==> config.mk <==
export PLATFORM = sky130hd
export DESIGN_NAME = count_seq_ctrl
export DESIGN_NICKNAME = d
export VERILOG_FILES = /design/src/rtl/count_seq_ctrl.sv
export SDC_FILE = /design/constraint.sdc
export NUM_CORES = 1
export LEC_CHECK = 0
export ABC_AREA = 1
export BUFFER_PORTS_ARGS = -buffer_cell sky130_fd_sc_hd__buf_2
export CORE_ASPECT_RATIO = 1.25
export CORE_UTILIZATION = 35
export CTS_CLUSTER_SIZE = 25
export DETAILED_ROUTE_END_ITERATION = 8
export PLACE_DENSITY = 0.55
export SKIP_CTS_REPAIR_TIMING = 1
export SYNTH_ARGS = -nofsm -noshare
export SYNTH_HDL_FRONTEND = slang
export SYNTH_SLANG_ARGS = --single-unit
==> constraint.sdc <==
create_clock -name clk -period 3.73 [get_ports clk]
set_clock_uncertainty 0.1 [all_clocks]
set_input_delay 0.746 -clock clk [delete_from_list [all_inputs] [get_ports clk]]
set_output_delay 0.746 -clock clk [all_outputs]
set_load 0.03 [all_outputs]
==> src/rtl/count_seq_ctrl.sv <==
// ---------------------------------------------------------------------------
// count_seq_ctrl
//
// Run controller for a WIDTH-bit up-counter. A run loads a start value and
// captures a terminal value. The counter then steps once every DIV clocks
// until it reaches the terminal value. On arrival it raises a one-cycle stop
// pulse and returns to IDLE. A run can be paused (count and prescaler frozen)
// or aborted (return to IDLE with no stop pulse).
//
// Parameters
//   WIDTH        counter width in bits (>= 2)
//   DIV          clocks per count step while running (>= 1)
//
// Ports
//   clk          clock, all logic on posedge
//   rst_n        asynchronous active-low reset
//   start_i      begin a run; only looked at in IDLE
//   abort_i      leave RUN/HOLD for IDLE at once, no stop pulse
//   pause_i      level; while high a RUN moves to HOLD and stays there
//   start_val_i  first count value, captured on start
//   term_val_i   terminal count value, captured on start
//   count_o      current count (registered)
//   busy_o       high in RUN or HOLD
//   stop_o       one-cycle pulse while in DONE (count_o == term)
//   wrap_o       one-cycle pulse when a step takes the count from all-ones to 0
// ---------------------------------------------------------------------------
module count_seq_ctrl #(
    parameter int WIDTH = 4,
    parameter int DIV   = 1
) (
    input  logic             clk,
    input  logic             rst_n,
    input  logic             start_i,
    input  logic             abort_i,
    input  logic             pause_i,
    input  logic [WIDTH-1:0] start_val_i,
    input  logic [WIDTH-1:0] term_val_i,
    output logic [WIDTH-1:0] count_o,
    output logic             busy_o,
    output logic             stop_o,
    output logic             wrap_o
);

    // Prescaler needs at least one bit even when DIV == 1; in that case it
    // simply stays at 0 and every RUN cycle is a step cycle.
    localparam int            PW      = (DIV > 1) ? $clog2(DIV) : 1;
    localparam logic [PW-1:0] PS_LAST = PW'(DIV - 1);

    typedef enum logic [1:0] {
        S_IDLE,
        S_RUN,
        S_HOLD,
        S_DONE
    } state_t;

    state_t           state_q, state_d;
    logic [WIDTH-1:0] count_q, count_d;
    logic [WIDTH-1:0] term_q,  term_d;
    logic [PW-1:0]    pre_q,   pre_d;
    logic             wrap_q,  wrap_d;

    logic [WIDTH-1:0] count_inc;
    logic             pre_last;

    assign count_inc = count_q + WIDTH'(1);
    assign pre_last  = (pre_q == PS_LAST);

    // -----------------------------------------------------------------------
    // State and datapath registers
    // -----------------------------------------------------------------------
    always_ff @(posedge clk or negedge rst_n) begin
        if (!rst_n) begin
            state_q <= S_IDLE;
            count_q <= '0;
            term_q  <= '0;
            pre_q   <= '0;
            wrap_q  <= 1'b0;
        end else begin
            state_q <= state_d;
            count_q <= count_d;
            term_q  <= term_d;
            pre_q   <= pre_d;
            wrap_q  <= wrap_d;
        end
    end

    // -----------------------------------------------------------------------
    // Next-state and datapath update
    // -----------------------------------------------------------------------
    always_comb begin
        state_d = state_q;
        count_d = count_q;
        term_d  = term_q;
        pre_d   = pre_q;
        wrap_d  = 1'b0;

        unique case (state_q)
            S_IDLE: begin
                // abort/pause have no meaning before a run exists
                if (start_i) begin
                    count_d = start_val_i;
                    term_d  = term_val_i;
                    pre_d   = '0;
                    state_d = (start_val_i == term_val_i) ? S_DONE : S_RUN;
                end
            end

            S_RUN: begin
                if (abort_i) begin
                    state_d = S_IDLE;
                end else if (pause_i) begin
                    state_d = S_HOLD;
                end else if (pre_last) begin
                    pre_d   = '0;
                    count_d = count_inc;
                    // all-ones before the step means the new value is 0
                    wrap_d  = &count_q;
                    if (count_inc == term_q) begin
                        state_d = S_DONE;
                    end
                end else begin
                    pre_d = pre_q + PW'(1);
                end
            end

            S_HOLD: begin
                // Resume edge only returns to RUN; the next step is counted
                // from the following RUN cycle.
                if (abort_i) begin
                    state_d = S_IDLE;
                end else if (!pause_i) begin
                    state_d = S_RUN;
                end
            end

            S_DONE: begin
                // single-cycle state; a start seen here is dropped
                state_d = S_IDLE;
            end

            default: begin
                state_d = S_IDLE;
            end
        endcase
    end

    // -----------------------------------------------------------------------
    // Outputs, decoded from registered state only
    // -----------------------------------------------------------------------
    assign count_o = count_q;
    assign busy_o  = (state_q == S_RUN) || (state_q == S_HOLD);
    assign stop_o  = (state_q == S_DONE);
    assign wrap_o  = wrap_q;

endmodule
==> impl_metrics.ini <==
[route]
via_per_inst = 4.837
drt_iter0_drc = 15
wl_per_cell_um = 11.18
ant_nets = 0
route.vias.total = 711
routed_wl_mm = 1.643
first_pass_iters = 6
drc = 4

[grt]
antenna_found_initial = 0
grt_max_degree = 12
grt_pass1_wl_mm = 2.691
grt_remaining_overflow = 0
gr-usage-all-layers_pct = 16.09
grt_pass1_vias = 623

[critical_path]
reg2reg_depth = 10
ff2ff_setup_slack_ns = 1.93
worstPathArrival_ns = 1.22
crit_fanout = 4
crit_path_end_kind = primary output
crit_required_ns = 2.88
path_class = reg -> out
startpoint_type = register
reg2reg_from = count_o[0]
reg2reg_to = state_q[1]

[die]
start_util_pct = 37.64
rows = 18
die_x_um = 43.53
core_area_mm2 = 0.002004
pin_count = 20
die_h_um = 53.91
die_area_mm2 = 0.002346

[power]
leakage_nw = 0.5030
pwr-share-seq_pct = 30.2
power.share.clock_pct = 11.3
p_sw_w = 0.0003759
vdd_drop_max_v = 0.0003212
p_sw_share_pct = 50.88
pwr-share-comb_pct = 58.6
power_density_mw_per_mm2 = 820.1
cell_internal_pwr_w = 0.0003629

[timing]
maxClockFrequency_mhz = 484.9
rsz0062_at_grt = false
post-route-period-util_pct = 55.29
setup_tns_ns = 0
slew_headroom_pct = 79.02
min_period_ns = 2.062
worstMarginPinSlew_ns = 0.3146
drv_slew = 0
finalHoldViolCount = 0
finalSetupViolCount = 0

[job]
maxCapViolCount = 0

[synth]
synth-simple-area-share_pct = 29.19
synth_nets = 122
synth_top_area_share_pct = 36.48
synth_adder_area_share_pct = 8.292
yosys_warnings = 0
avgSynthCellArea_um2 = 7.255
synth_xor_area_share_pct = 2.322
synth_area_leaders = dfrtp_1 (36%), nand2_1 (17%), inv_1 (9.0%)
yosysTopAreaCell = dfrtp_1
ys_ff_latch = 11
synth.mux.area_fraction_pct = 0
synth_cells = 104
yosysSeqAreaShare_pct = 36.48
netlist_area_um2 = 754.5
ys_types = 20
synth-compound-area-share_pct = 14.76
synth_top_family_by_area = simple AND/OR/NAND/NOR gates

[final_layout]
fin_util_pct = 44.94
area_growth_pct = 19.40
layout-drive-gt1-share_pct = 20.47
final_net_count = 146
n_antenna_cell = 0
num-fill-cells = 218

[clock_network]
clkLatencyLatePin_ns = 0.27
cts_root_buf = clkbuf_4
htree_num_levels = 1
clk_pin_slew_worst_paths_ns = 0.08
numCtsBuffers = 3
cts_buffer_depth = 2
cts_sinks = 11
cts_tree = built

[outcome]
outcome = complete, but fails checks
violations = design-rule violations

[place]
dpl.hpwl_mm = 1.328
place_congestion = 0.7043
portBuffers = 19

[min_path]
min_path_type = in -> async
## critical path: stages (launching register included)
cell and delay, ns:
dfrtp_1 0.41, inv_1 0.08, ha_1 0.28, buf_2 0.17
## power groups by stage
| stage | clock, W | sequential, W | combinational [W] |
|---|---|---|---|
| floorplan | 0 | 0.000256 | 0.000299 |
| global placement | 0 | 0.000222 | 0.000429 |
| detailed placement | 0 | 0.000226 | 0.000434 |
| CTS | 0.0000873 | 0.000223 | 0.000437 |
| global route | 0.0000926 | 0.000229 | 0.000494 |
| finish | 0.0000831 | 0.000223 | 0.000433 |
## synth_stat cells
| master | n |
|---|---|
| nand2_1 | 35 |
| o211ai_1 | 2 |
| ha_1 | 5 |
| inv_1 | 18 |
| a21oi_1 | 3 |
| nor3_1 | 1 |
| nor2_1 | 5 |
| nand3b_1 | 2 |
| xnor2_1 | 2 |
| nand3_1 | 4 |
| a32o_1 | 1 |
| nor2_4 | 1 |
| nand2_2 | 1 |
| o21ai_1 | 1 |
| a21oi_2 | 1 |
| a31oi_1 | 1 |
| o21ai_0 | 7 |
| dfrtp_1 | 11 |
| nand4_1 | 2 |
| a21oi_4 | 1 |
## kinds of logic (layout without fill, tap and decap cells)
family | count (synthesis) | after routing
adder cells (fa/ha/maj) | 5 | 5
buffers and inverters | 18 | 41
AND/OR/NAND/NOR | 51 | 51
flip-flops | 11 | 11
XOR/XNOR | 2 | 2
AO/OA/AOI/OAI | 17 | 17
## routing by layer
metal / up-vias / part of all wire [%] / track usage (%)
met5: - / 0 / 0
met4: 0 / 0.91 / 7.813
met3: 2 / 4.3 / 2.013
met2: 19 / 49 / 27.27
met1: 313 / 46 / 20.21
li1: 377 / - / -
## cell usage in the layout, fill, tap and decap left out, drive strengths merged
cell type | netlist | routed
nand2 | 36 | 36
buf | 0 | 19
inv | 18 | 18
dfrtp | 11 | 11
o21ai | 8 | 8
nor2 | 6 | 6
ha | 5 | 5
a21oi | 5 | 5
nand3 | 4 | 4
clkbuf | 0 | 4
o211ai | 2 | 2
nand3b | 2 | 2
nand4 | 2 | 2
xnor2 | 2 | 2
nor3 | 1 | 1
a31oi | 1 | 1
a32o | 1 | 1
## layout make-up
cell class	count	area (um2)	area share (%)
inverters	18	67.56	7.500
flip-flops and latches	11	275.3	30.56
well taps	20	25.02	2.778
repair buffers	19	95.09	10.56
clock buffers	4	26.28	2.917
multi-input cells	75	411.6	45.69
## worst max path at each step
stage | from | end | slack, ns | cells past startpoint
2_1_floorplan | count_o[0] | state_q[0] | 1.99 | 10
3_3_place_gp | count_o[0] | state_q[1] | 1.94 | 10
3_5_place_dp | count_o[0] | state_q[1] | 1.93 | 10
4_1_cts | state_q[0] | busy_o | 1.66 | 3
5_1_grt | state_q[0] | busy_o | 1.61 | 3
6_report | state_q[0] | busy_o | 1.67 | 3
## metrics by stage
step	hold WS (ns)	total power [W]	setup slack, ns	instances	cell area, um2
floorplan	0.3504	0.0005544	1.994	104	754.5
global placement	0.3861	0.0006504	1.944	143	874.6
detailed placement	0.3964	0.0006591	1.935	143	874.6
CTS	0.2381	0.0007472	1.656	147	900.9
global route	0.2520	0.0008155	1.608	147	900.9
finish	0.2343	0.0007388	1.668	147	900.9
## sequential cells by signal, indices dropped and copies added (netlist names)
name,count
wrap_o,1
term_q,4
state_q,2
count_o,4
Note: power is estimated with default switching activity, not from simulation.
